$ cat config.mk
export PLATFORM = sky130hd
export DESIGN_NAME = seq_chunk_adder_flat
export DESIGN_NICKNAME = d
export VERILOG_FILES = /design/src/rtl/seq_chunk_adder_pkg.sv /design/src/rtl/seq_chunk_adder_if.sv /design/src/rtl/seq_chunk_adder_chunk_rca.sv /design/src/rtl/seq_chunk_adder.sv /design/src/flat_wrapper.sv
export SDC_FILE = /design/constraint.sdc
export NUM_CORES = 1
export LEC_CHECK = 0
export ABC_CLOCK_PERIOD_IN_PS = 3000
export CORE_ASPECT_RATIO = 1.25
export CORE_UTILIZATION = 35
export DETAILED_ROUTE_END_ITERATION = 8
export GPL_ROUTABILITY_DRIVEN = 0
export GPL_TIMING_DRIVEN = 0
export HOLD_SLACK_MARGIN = 0.12
export PLACE_DENSITY = 0.56
export SLEW_MARGIN = 40
export SYNTH_ARGS = -nofsm -noshare
export SYNTH_HDL_FRONTEND = slang
export SYNTH_HIERARCHICAL = 1
export SYNTH_SLANG_ARGS = --single-unit
$ cat constraint.sdc
create_clock -name clk -period 3 [get_ports clk]
set_input_delay 0.9 -clock clk [delete_from_list [all_inputs] [get_ports clk]]
set_output_delay 0.9 -clock clk [all_outputs]
set_load 0.03 [all_outputs]
$ cat src/rtl/seq_chunk_adder_pkg.sv
// Shared constants and FSM encoding for the chunked sequential adder.
// Optional subtract mode is enabled with SEQ_CHUNK_ADDER_SUB_EN.
package seq_chunk_adder_pkg;

   localparam int DEF_WIDTH = 16;
   localparam int DEF_CHUNK = 4;

   typedef enum logic [1:0] {
      IDLE = 2'd0,
      RUN  = 2'd1,
      DONE = 2'd2
   } state_t;

endpackage

$ cat src/rtl/seq_chunk_adder_if.sv
// Request/result bundle of the chunked sequential adder.
// The sub signal exists only when SEQ_CHUNK_ADDER_SUB_EN is defined.
interface seq_chunk_adder_if
   import seq_chunk_adder_pkg::*;
#(
   parameter int WIDTH = DEF_WIDTH
) ();

   logic             start;
   logic [WIDTH-1:0] x;
   logic [WIDTH-1:0] y;
   logic             cin;
`ifdef SEQ_CHUNK_ADDER_SUB_EN
   logic             sub;
`endif
   logic             busy;
   logic             done;
   logic [WIDTH-1:0] sum;
   logic             cout;

`ifdef SEQ_CHUNK_ADDER_SUB_EN
   modport master (
      output start, x, y, cin, sub,
      input  busy, done, sum, cout
   );
   modport slave (
      input  start, x, y, cin, sub,
      output busy, done, sum, cout
   );
`else
   modport master (
      output start, x, y, cin,
      input  busy, done, sum, cout
   );
   modport slave (
      input  start, x, y, cin,
      output busy, done, sum, cout
   );
`endif

endinterface

$ cat src/rtl/seq_chunk_adder_chunk_rca.sv
// CHUNK-bit ripple-carry full-adder chain, purely combinational.
module chunk_rca #(
   parameter int CHUNK = 4
) (
   input  logic [CHUNK-1:0] a,
   input  logic [CHUNK-1:0] b,
   input  logic             ci,
   output logic [CHUNK-1:0] s,
   output logic             co
);

   logic [CHUNK:0] c;

   always_comb begin
      c    = '0;
      s    = '0;
      c[0] = ci;
      for (int i = 0; i < CHUNK; i++) begin
         s[i]   = a[i] ^ b[i] ^ c[i];
         c[i+1] = (a[i] & b[i]) | (c[i] & (a[i] ^ b[i]));
      end
      co = c[CHUNK];
   end

endmodule

$ cat src/rtl/seq_chunk_adder.sv
// Sequential adder: one CHUNK-bit slice per cycle through a shared RCA.
// Define SEQ_CHUNK_ADDER_SUB_EN to add the sub (x - y) request bit.
module seq_chunk_adder
   import seq_chunk_adder_pkg::*;
#(
   parameter int WIDTH = DEF_WIDTH,
   parameter int CHUNK = DEF_CHUNK
) (
   input  logic             clk,
   input  logic             rst,
   seq_chunk_adder_if.slave bus
);

   localparam int N  = WIDTH / CHUNK;
   localparam int IW = (N > 1) ? $clog2(N) : 1;

   if (CHUNK < 1 || (WIDTH % CHUNK) != 0) begin : g_bad_cfg
      $error("seq_chunk_adder: WIDTH must be a multiple of CHUNK");
   end

   state_t           state;
   logic [WIDTH-1:0] a_q;
   logic [WIDTH-1:0] b_q;
   logic [WIDTH-1:0] acc;
   logic [WIDTH-1:0] acc_nx;
   logic [WIDTH-1:0] sum_q;
   logic [IW-1:0]    idx;
   logic             carry;
   logic             cout_q;
   logic             busy_q;
   logic             done_q;
   logic [CHUNK-1:0] a_ch;
   logic [CHUNK-1:0] b_ch;
   logic [CHUNK-1:0] s_ch;
   logic             co;
   logic             last;
   logic [WIDTH-1:0] b_in;
   logic             c_in;
   logic [WIDTH-1:0] mask;
   int               sh;

`ifdef SEQ_CHUNK_ADDER_SUB_EN
   // x - y as x + ~y + 1; cout then reads as "no borrow"
   assign b_in = bus.sub ? ~bus.y : bus.y;
   assign c_in = bus.sub ? 1'b1 : bus.cin;
`else
   assign b_in = bus.y;
   assign c_in = bus.cin;
`endif

   assign sh   = int'(idx) * CHUNK;
   assign a_ch = CHUNK'(a_q >> sh);
   assign b_ch = CHUNK'(b_q >> sh);
   assign mask = WIDTH'({CHUNK{1'b1}}) << sh;
   assign last = (idx == IW'(N - 1));

   chunk_rca #(.CHUNK(CHUNK)) u_rca (
      .a  (a_ch),
      .b  (b_ch),
      .ci (carry),
      .s  (s_ch),
      .co (co)
   );

   always_comb begin
      acc_nx = (acc & ~mask) | (WIDTH'(s_ch) << sh);
   end

   always_ff @(posedge clk or posedge rst) begin
      if (rst) begin
         state  <= IDLE;
         a_q    <= '0;
         b_q    <= '0;
         acc    <= '0;
         sum_q  <= '0;
         idx    <= '0;
         carry  <= 1'b0;
         cout_q <= 1'b0;
         busy_q <= 1'b0;
         done_q <= 1'b0;
      end else begin
         unique case (state)
            IDLE, DONE: begin
               done_q <= 1'b0;
               if (bus.start) begin
                  a_q    <= bus.x;
                  b_q    <= b_in;
                  carry  <= c_in;
                  idx    <= '0;
                  acc    <= '0;
                  state  <= RUN;
                  busy_q <= 1'b1;
               end else begin
                  state  <= IDLE;
                  busy_q <= 1'b0;
               end
            end
            RUN: begin
               acc   <= acc_nx;
               carry <= co;
               idx   <= idx + IW'(1);
               if (last) begin
                  sum_q  <= acc_nx;
                  cout_q <= co;
                  state  <= DONE;
                  busy_q <= 1'b0;
                  done_q <= 1'b1;
               end
            end
            default: begin
               state  <= IDLE;
               busy_q <= 1'b0;
               done_q <= 1'b0;
            end
         endcase
      end
   end

   assign bus.busy = busy_q;
   assign bus.done = done_q;
   assign bus.sum  = sum_q;
   assign bus.cout = cout_q;

endmodule

$ cat src/flat_wrapper.sv
// flat-port wrapper written by rule: the top's interface ports become plain ports
module seq_chunk_adder_flat import seq_chunk_adder_pkg::*;
#(
   parameter int WIDTH = DEF_WIDTH,
   parameter int CHUNK = DEF_CHUNK
)
  (clk, rst, bus_start, bus_x, bus_y, bus_cin, bus_busy, bus_done, bus_sum, bus_cout);
  seq_chunk_adder_if #(.WIDTH(WIDTH)) bus_i ();
  input  logic clk;
  input  logic rst;
  input wire logic [$bits(bus_i.start)-1:0] bus_start;
  input wire logic [$bits(bus_i.x)-1:0] bus_x;
  input wire logic [$bits(bus_i.y)-1:0] bus_y;
  input wire logic [$bits(bus_i.cin)-1:0] bus_cin;
  output wire logic [$bits(bus_i.busy)-1:0] bus_busy;
  output wire logic [$bits(bus_i.done)-1:0] bus_done;
  output wire logic [$bits(bus_i.sum)-1:0] bus_sum;
  output wire logic [$bits(bus_i.cout)-1:0] bus_cout;
  assign bus_i.start = bus_start;
  assign bus_i.x = bus_x;
  assign bus_i.y = bus_y;
  assign bus_i.cin = bus_cin;
  assign bus_busy = bus_i.busy;
  assign bus_done = bus_i.done;
  assign bus_sum = bus_i.sum;
  assign bus_cout = bus_i.cout;
  seq_chunk_adder #(.WIDTH(WIDTH), .CHUNK(CHUNK)) u_core (.clk(clk), .rst(rst), .bus(bus_i));
endmodule
==> impl_metrics.yaml <==
power:
  sequentialPowerShare: 0.283
  p_int_mw: 3.15
  peakVddDrop_mv: 0.602
  power_density_mw_per_mm2: 1290
  swShare: 0.407
  combPwrFrac: 0.533
  clkPwrFrac: 0.185
  cellLeakagePower_nw: 1.94
  p_switching_mw: 2.16
worst_hold_path:
  hp-class: "flip-flop to flip-flop"
cts:
  clockBufferDepth: 2
  clk_latency_ns: 0.35
  cts_tree: "built"
  htreeDepth: 3
  root_buffer: "clkbuf_8"
  postCtsHoldBufs: 0
  numCtsBuffers: 9
  clock_sinks: 67
  clk_pin_slew_ns: 0.07
logic_synthesis:
  netlist_area_mm2: 0.00310
  synth-xor-area-share: 0
  ys_ff_latch: 67
  seq_area_frac_synth: 0.541
  yosys_warnings: 6
  syn-num-nets: 355
  synth.distinct_cells: 28
  synth.mux.area_fraction: 0.0617
  synth_compound_area_frac: 0.0981
  syn_area_per_cell_um2: 9.97
  synth_cells: 311
  synth_top_family_by_area: "simple AND/OR/NAND/NOR gates"
  synth-simple-area-share: 0.200
  yosys.area_share.adder: 0.0420
layout:
  area_delta_synth_final_pct: 33.4
  drive_gt1_frac: 0.164
  regArea_mm2: 0.00168
  antennaDiodeCount: 0
  postLayoutCellArea_mm2: 0.00414
  fin_util: 0.478
  fin_nets: 423
  fill_cells: 852
  multiInputGateArea_mm2: 0.00126
  instances_no_fill: 504
place:
  dpl-instance-area_mm2: 0.00383
  io_buffer_count: 54
  dp.cells: 486
  hpwl_um: 4860
timing:
  hold_viol: 0
  post-route-min-period_ns: 2.90
  skew_ns: 0.00783
  slew_viol_final: 0
  setup_viol: 0
  post-route-period-util: 0.966
  fin_hold_ws_ns: 0.476
  max_freq_mhz: 345
  slew_headroom: 0.703
  worstMarginPinSlew_ns: 0.446
  rsz0062_at_grt: "yes"
routing:
  antenna_left: 0
  wl_per_cell_um: 13.8
  vias_per_cell: 4.56
  totalWireLength_um: 6970
  vias: 2299
  drc: 0
  drt_iter0_markers: 104
  dr.pass1.iters: 4
floorplan:
  fp.dieW_um: 86.2
  die_area_mm2: 0.00924
  core-area_mm2: 0.00865
  io_pins: 55
  chipHeight_um: 107
  rows: 38
  initial_utilization: 0.358
global_route:
  first_global_vias: 2405
  grt_pass1_wl_um: 11800
  grt_usage: 0.171
  antenna_found_initial: 0
  grt_max_degree: 50
  grt.overflow.total: 0
flow_run:
  max_cap_violations: 0
run_status:
  status: "completed"
critical_path:
  start_kind: "flip-flop"
  path_class: "flip-flop to flip-flop"
  cp.arrival_ns: 3.17
  cp_max_fo: 7
  end_kind: "flip-flop"
  required_ns: 3.27
  ff2ff_setup_slack_ns: 0.10
power groups by stage:
stage / clock network (mW) / registers (mW) / logic (mW)
floorplan: 0 / 1.63 / 1.74
global route: 1.04 / 1.55 / 3.13
detailed placement: 0 / 1.51 / 2.69
finish: 0.982 / 1.50 / 2.83
global placement: 0 / 1.50 / 2.67
CTS: 1.00 / 1.50 / 2.81
logic make-up after synthesis:
family / count (synthesis)
fa+ha+maj: 8
simple gates: 143
buf+inv: 36
compound gates: 48
mux: 9
flops: 67
sequential cells by signal, indices dropped and copies added (netlist names):
name             count
u_core/a_q          16
u_core/acc          12
u_core/b_q          16
u_core/bus.busy      1
u_core/bus.cout      1
u_core/bus.sum      16
u_core/carry         1
u_core/idx           2
u_core/state         2
critical path: stages (launching register included):
cell and delay [ns]:
dfrtp_2 0.43, mux4_2 0.56, fa_2 0.38, inv_2 0.06, fa_2 0.18, inv_2 0.04, fa_2 0.32, inv_2 0.06
fa_1 0.41, inv_2 0.07, buf_8 0.12, nand3_2 0.07, o21ai_1 0.12
worst paths after layout:
kind / from / end / cells after the start
max: u_core/idx[0] / u_core/bus.sum[15] / 12
min: u_core/a_q[10] / u_core/a_q[10] / 2
max reg2reg: u_core/idx[0] / u_core/bus.sum[15] / 12
min reg2reg: u_core/a_q[10] / u_core/a_q[10] / 2
max in group asynchronous: rst / u_core/idx[0] / 3
min in group asynchronous: rst / u_core/a_q[0] / 2
repair_timing:
action | in CTS | in global routing
pin swaps | 3 | 3
resized for setup | 14 | 5
setup endpoints to repair | 15 | 11
buffers inserted | 5 | 0
layer usage:
layer,global-route usage,routed length (µm)
met1,0.221,3070
met3,0.0316,279
met4,0.0714,91
met5,0,0
met2,0.282,3530
metrics by stage:
stage / TNS (ns) / total power [mW] / setup slack, ns
floorplan: 0 / 3.37 / 0.00724
global placement: -55.01 / 4.16 / -0.793
detailed placement: -2.64 / 4.20 / -0.301
CTS: -0.00233 / 5.31 / -0.00233
global route: -0.0262 / 5.72 / -0.0123
finish: 0 / 5.32 / 0.102
synth_stat cells (all sizes together):
cell type / instances / area (µm²)
nor2b: 14 / 90.1
nand3: 5 / 25.0
and2b: 2 / 15.0
nand3b: 1 / 11.3
o22ai: 1 / 6.26
a31o: 1 / 8.76
mux4: 8 / 180
a21oi: 15 / 86.3
inv: 15 / 56.3
o31ai: 1 / 7.51
nand2b: 2 / 12.5
nand2: 113 / 424
nor3: 4 / 35.0
nor2: 2 / 7.51
buf: 14 / 95.1
mux2: 1 / 11.3
dfrtp: 67 / 1680
o21ai: 18 / 90.1
clkbuf: 7 / 26.3
ha: 4 / 50.1
a22o: 12 / 105
fa: 4 / 80.1
layout make-up:
type                            count  area share
Inverter                           15      0.0148
Tap cell                          120      0.0363
Timing Repair Buffer               60       0.146
Clock inverter                      5      0.0303
Multi-Input combinational cell    208       0.304
Clock buffer                       11      0.0318
Sequential cell                    67       0.406
Buffer                             18      0.0303
layout by cell type, fill, tap and decap left out, types with 2 or more instances in the layout:
cell type        count
clkbuf_1             7
and2b_1              2
bufinv_16            4
a22o_1              12
inv_2                6
nor3_2               3
a21oi_2              3
clkbuf_8             9
a21oi_1             12
clkdlybuf4s50_1     54
o21ai_0             14
nor2b_1             13
nand3_1              4
nand2b_1             2
dfrtp_1             66
buf_2                6
inv_1                8
ha_1                 4
nand2_1            113
fa_2                 3
buf_4                9
mux4_2               8
o21ai_1              4
nor2_1               2
(Power assumes the default switching activity.)
